### config.mk
export PLATFORM = sky130hd
export DESIGN_NAME = uart_rx_flat
export DESIGN_NICKNAME = d
export VERILOG_FILES = /design/src/rtl/uart_pkg.sv /design/src/rtl/uart_rx_if.sv /design/src/rtl/uart_sync2.sv /design/src/rtl/uart_rx.sv /design/src/flat_wrapper.sv
export SDC_FILE = /design/constraint.sdc
export NUM_CORES = 1
export LEC_CHECK = 0
export CAP_MARGIN = 15
export CORE_MARGIN = 4
export CORE_UTILIZATION = 40
export CTS_CLUSTER_DIAMETER = 30
export DETAILED_ROUTE_END_ITERATION = 10
export PLACE_DENSITY_LB_ADDON = 0.2
export REMOVE_ABC_BUFFERS = 1
export SLEW_MARGIN = 20
export SYNTH_ARGS = -nofsm -noshare
export SYNTH_HDL_FRONTEND = slang
export SYNTH_SLANG_ARGS = --single-unit
### constraint.sdc
create_clock -name clk -period 2.4 [get_ports clk]
set_input_delay 0.48 -clock clk [delete_from_list [all_inputs] [get_ports clk]]
set_output_delay 0.48 -clock clk [all_outputs]
set_load 0.05 [all_outputs]
### src/rtl/uart_pkg.sv
// Shared UART definitions: receiver state encoding and the baud-period helper
// used by both TX and RX so their bit timing always agrees.
package uart_pkg;

  typedef enum logic [2:0] {
    ST_IDLE    = 3'd0,
    ST_START   = 3'd1,
    ST_DATA    = 3'd2,
    ST_STOP    = 3'd3,
    ST_RECOVER = 3'd4
  } uart_state_t;

  localparam int UART_DATA_BITS = 8;

  function automatic int bit_period(input int clk_freq, input int baud);
    return clk_freq / baud;
  endfunction

endpackage

### src/rtl/uart_rx_if.sv
// Receiver-side signal bundle: serial line in, decoded byte and strobes out.
interface uart_rx_if;
  logic       rx;
  logic [7:0] data_out;
  logic       rx_done;
  logic       frame_err;

  modport master (output rx, input data_out, input rx_done, input frame_err);
  modport slave  (input rx, output data_out, output rx_done, output frame_err);
endinterface

### src/rtl/uart_sync2.sv
// Two-flop synchroniser for a single asynchronous input, with a selectable
// reset value so idle-high and idle-low lines both come out of reset quiet.
module uart_sync2 #(
  parameter logic RESET_VAL = 1'b1
) (
  input  logic clk,
  input  logic reset,
  input  logic i_d,
  output logic o_q
);

  logic r_meta;
  logic r_sync;

  always_ff @(posedge clk) begin
    if (reset) begin
      r_meta <= RESET_VAL;
      r_sync <= RESET_VAL;
    end else begin
      r_meta <= i_d;
      r_sync <= r_meta;
    end
  end

  assign o_q = r_sync;

endmodule

### src/rtl/uart_rx.sv
// 8N1 UART receiver: start bit validated at mid-bit, data and stop sampled at
// bit centres, one-cycle rx_done / frame_err strobes per frame.
module uart_rx
  import uart_pkg::*;
#(
  parameter int CLK_FREQ  = 50000000,
  parameter int BAUD_RATE = 9600
) (
  input  logic      clk,
  input  logic      reset,
  uart_rx_if.slave  bus
);

  localparam int          BIT_PERIOD  = bit_period(CLK_FREQ, BAUD_RATE);
  localparam int          HALF_PERIOD = BIT_PERIOD / 2;
  localparam logic [15:0] BIT_LAST    = 16'(BIT_PERIOD - 1);
  localparam logic [15:0] HALF_LAST   = 16'(HALF_PERIOD - 1);

  logic        w_rx_s;
  uart_state_t r_state;
  logic [15:0] r_cnt;
  logic [2:0]  r_idx;
  logic [7:0]  r_shreg;
  logic [7:0]  r_data_out;
  logic        r_rx_done;
  logic        r_frame_err;

  uart_sync2 #(.RESET_VAL(1'b1)) u_sync (
    .clk   (clk),
    .reset (reset),
    .i_d   (bus.rx),
    .o_q   (w_rx_s)
  );

  always_ff @(posedge clk) begin
    if (reset) begin
      r_state     <= ST_IDLE;
      r_cnt       <= 16'd0;
      r_idx       <= 3'd0;
      r_shreg     <= 8'h00;
      r_data_out  <= 8'h00;
      r_rx_done   <= 1'b0;
      r_frame_err <= 1'b0;
    end else begin
      r_rx_done   <= 1'b0;
      r_frame_err <= 1'b0;
      case (r_state)
        ST_IDLE: begin
          if (!w_rx_s) begin
            r_state <= ST_START;
            r_cnt   <= 16'd0;
          end
        end
        ST_START: begin
          if (r_cnt == HALF_LAST) begin
            r_cnt <= 16'd0;
            r_idx <= 3'd0;
            // a line already back high at mid-start was a glitch, not a frame
            r_state <= w_rx_s ? ST_IDLE : ST_DATA;
          end else begin
            r_cnt <= r_cnt + 16'd1;
          end
        end
        ST_DATA: begin
          if (r_cnt == BIT_LAST) begin
            r_shreg <= {w_rx_s, r_shreg[7:1]};
            r_cnt   <= 16'd0;
            r_idx   <= r_idx + 3'd1;
            if (r_idx == 3'd7) r_state <= ST_STOP;
          end else begin
            r_cnt <= r_cnt + 16'd1;
          end
        end
        ST_STOP: begin
          if (r_cnt == BIT_LAST) begin
            r_cnt <= 16'd0;
            if (w_rx_s) begin
              r_data_out <= r_shreg;
              r_rx_done  <= 1'b1;
              r_state    <= ST_IDLE;
            end else begin
              r_frame_err <= 1'b1;
              r_state     <= ST_RECOVER;
            end
          end else begin
            r_cnt <= r_cnt + 16'd1;
          end
        end
        ST_RECOVER: begin
          // hold off until the line idles so a break reports only once
          if (w_rx_s) r_state <= ST_IDLE;
        end
        default: r_state <= ST_IDLE;
      endcase
    end
  end

  assign bus.data_out  = r_data_out;
  assign bus.rx_done   = r_rx_done;
  assign bus.frame_err = r_frame_err;

endmodule

### src/flat_wrapper.sv
// flat-port wrapper written by rule: the top's interface ports become plain ports
module uart_rx_flat import uart_pkg::*;
#(
  parameter int CLK_FREQ  = 50000000,
  parameter int BAUD_RATE = 9600
)
  (clk, reset, bus_rx, bus_data_out, bus_rx_done, bus_frame_err);
  uart_rx_if bus_i ();
  input  logic clk;
  input  logic reset;
  input wire logic [$bits(bus_i.rx)-1:0] bus_rx;
  output wire logic [$bits(bus_i.data_out)-1:0] bus_data_out;
  output wire logic [$bits(bus_i.rx_done)-1:0] bus_rx_done;
  output wire logic [$bits(bus_i.frame_err)-1:0] bus_frame_err;
  assign bus_i.rx = bus_rx;
  assign bus_data_out = bus_i.data_out;
  assign bus_rx_done = bus_i.rx_done;
  assign bus_frame_err = bus_i.frame_err;
  uart_rx #(.CLK_FREQ(CLK_FREQ), .BAUD_RATE(BAUD_RATE)) u_core (.clk(clk), .reset(reset), .bus(bus_i));
endmodule
==> metrics.txt <==
most frequent cells in the layout=dfxtp_1 (42), nor2_1 (31), nand2_1 (22), mux2i_1 (18), clkdlybuf4s50_1 (12); layout cell share with drive strength beyond 1=9.09%; Syn Inst Count=222; GPL Wtd Cong=0.777; crit share post-route=82.6%; final core utilization=47.2%; max cap viols=0; crit path launch=u_core.r_cnt[0]; Pleak=0.809 nW; Max Clock Freq=504 MHz; RSZ-0062 raised after global routing=false; Core ar.=0.00479 sq mm; Sink Count=42; FF+latch count, synth=42; crit path kind=flop to flop; cts bufs inserted=5; CTS Root Cell=clkbuf_8; die height=78.6 microns; # diodes=0; largest net degree at the start of global routing=41; Yosys warnings=0; fraction of registers with async set/reset=0%; Vias=1,552; Placed Area=0.00216 sq mm; Post-DRT Antenna Nets=0; Hold Path Depth=1; Hold Vio Cnt, Final=0; gr usage total=14.0%; initial antenna violation count=0; Seq/Total Area, Yosys=42.2%; reg2reg setup slack=420 ps; clock slew at reported path FFs=100 ps; drt pass-1 iters=4; row cnt=25; Setup Skew=10.8 ps; Final nets=236; RR Startpoint=u_core.r_cnt[0]; Residual DRC=0; count of flip-flops with a built-in enable after synthesis=0; multi-input logic area=0.00109 sq mm; Slew Limit Headroom=58.3%; Worst Tran Pin Value=623 ps; post-place setup slack=414 ps; register area=841 sq um; Pwr Density=548 mW/mm^2; critical path required time=2600 ps; synth unique cells=43; Startpoint Class=flop; DR vias/cell=5.21; hold buffers post-CTS=0; commonest non-fill, non-tap cell in the layout=dfxtp_1; Tmin final=1980 ps; drt total wl=3.91 mm; CTS tree=yes; total chip power=1.24 mW; Starting Density=41.7%; placed cell count=290; worst r2r dst=u_core.r_idx[0]; vias in the first global route=1,422; DP HPWL=2.65 mm; Post-CTS Setup Repair Bufs=0; critical path data arrival time=2180 ps; insertion delay of the later-clocked pin in the worst-skew pair=300 ps; worst-path fanout max=6; Max IR drop VDD=336 uV; setup TNS=0 ps; post-cts sizing count=0; Synth Area per Inst=8.98 sq um; Finished Cell Area=0.00226 sq mm; Critical Path Sink Type=flop; wire per inst=13.1 microns; Hold Startpoint=u_core.u_sync.r_meta; Filler cells=465; global-route wire length before repair=6.84 mm; Slew Limit Fails=0; GR Overflow Total=0; Layout area overhead=13.2%; Setup violations, final=0; IO Port Bufs=12; Endpoint, Worst Hold=u_core.u_sync.o_q; H-tree levels=2; Post-synth top flop=dfxtp_1; Final Non-Filler Cells=298; status=complete, no violations; I/O pins=13; final worst setup slack=417 ps; Die W=78.6 microns; HP Class=flop to flop; CTS max path bufs=2; R2R depth=6; hold_ws=420 ps; Synth Cell Area=0.00199 sq mm; DR iter-0 viols=67; Die ar.=0.00618 sq mm
Yosys cell counts (all sizes together) (5+ instances only):
cell / instances / area, sq um
a21oi: 9 / 48.8
and4: 6 / 57.6
and4bb: 5 / 62.6
buf: 7 / 41.3
clkbuf: 6 / 22.5
dfxtp: 42 / 841
mux2i: 18 / 180
nand2: 22 / 82.6
nand2b: 7 / 43.8
nand3: 10 / 50.1
nand3b: 5 / 37.5
nor2: 31 / 116
nor3: 7 / 35.0
o21ai: 7 / 35.0
xor2: 5 / 43.8
cell families (layout without fill, tap and decap cells):
kind of cell / after synthesis / after routing / share of synthesized area (%)
fa+ha+maj: 3 / 3 / 1.88
mux: 19 / 19 / 9.60
buf+inv: 14 / 23 / 3.39
simple gates: 110 / 110 / 31.1
compound gates: 27 / 27 / 8.78
xor+xnor: 7 / 7 / 3.07
flops: 42 / 42 / 42.2
worst max path at each step:
stage / slack (ps) / cells past startpoint / endpoint
2_1_floorplan: 390 / 6 / u_core.r_shreg[0]
3_3_place_gp: 500 / 6 / u_core.r_idx[0]
3_5_place_dp: 410 / 6 / u_core.r_state[0]
4_1_cts: 410 / 6 / u_core.r_state[0]
5_1_grt: 270 / 6 / u_core.r_idx[0]
6_report: 420 / 6 / u_core.r_idx[0]
sequential cells by signal (all words and copies together), names as in the netlist:
| name | cells |
|---|---|
| u_core.bus.data_out | 8 |
| u_core.r_cnt | 16 |
| u_core.r_idx | 3 |
| u_core.r_state | 3 |
| u_core.bus.rx_done | 1 |
| u_core.u_sync.r_meta | 1 |
| u_core.r_shreg | 8 |
| u_core.u_sync.o_q | 1 |
| u_core.bus.frame_err | 1 |
critical path, cell delays in order (launching register included):
cell     delay (ps)
dfxtp_1         380
ha_1            250
nor4b_2         230
and4_4          290
nand3_1         100
a21oi_2         270
mux2_2          360
per-layer routing:
| layer | GRT usage (%) | routed length, microns | vias to the layer above |
|---|---|---|---|
| li1 | - | - | 801 |
| met1 | 19.4 | 2070 | 732 |
| met2 | 20.8 | 1690 | 14 |
| met3 | 3.44 | 95 | 5 |
| met4 | 5.42 | 60 | 0 |
| met5 | 0 | 0 | - |
power breakdown:
part	switching [mW]	leakage (nW)	internal, mW
Clock	0.280	0.0495	0.216
Combinational	0.0235	0.421	0.0136
Sequential	0.00400	0.339	0.699
layout make-up:
cell class | count | share of cell area (%)
multi-input cells | 166 | 48.1
clock buffers | 5 | 3.05
clock inverters | 3 | 1.16
repair buffers | 14 | 6.54
inverters | 1 | 0.166
flip-flops and latches | 42 | 37.3
well taps | 67 | 3.71
(Power assumes the default switching activity.)
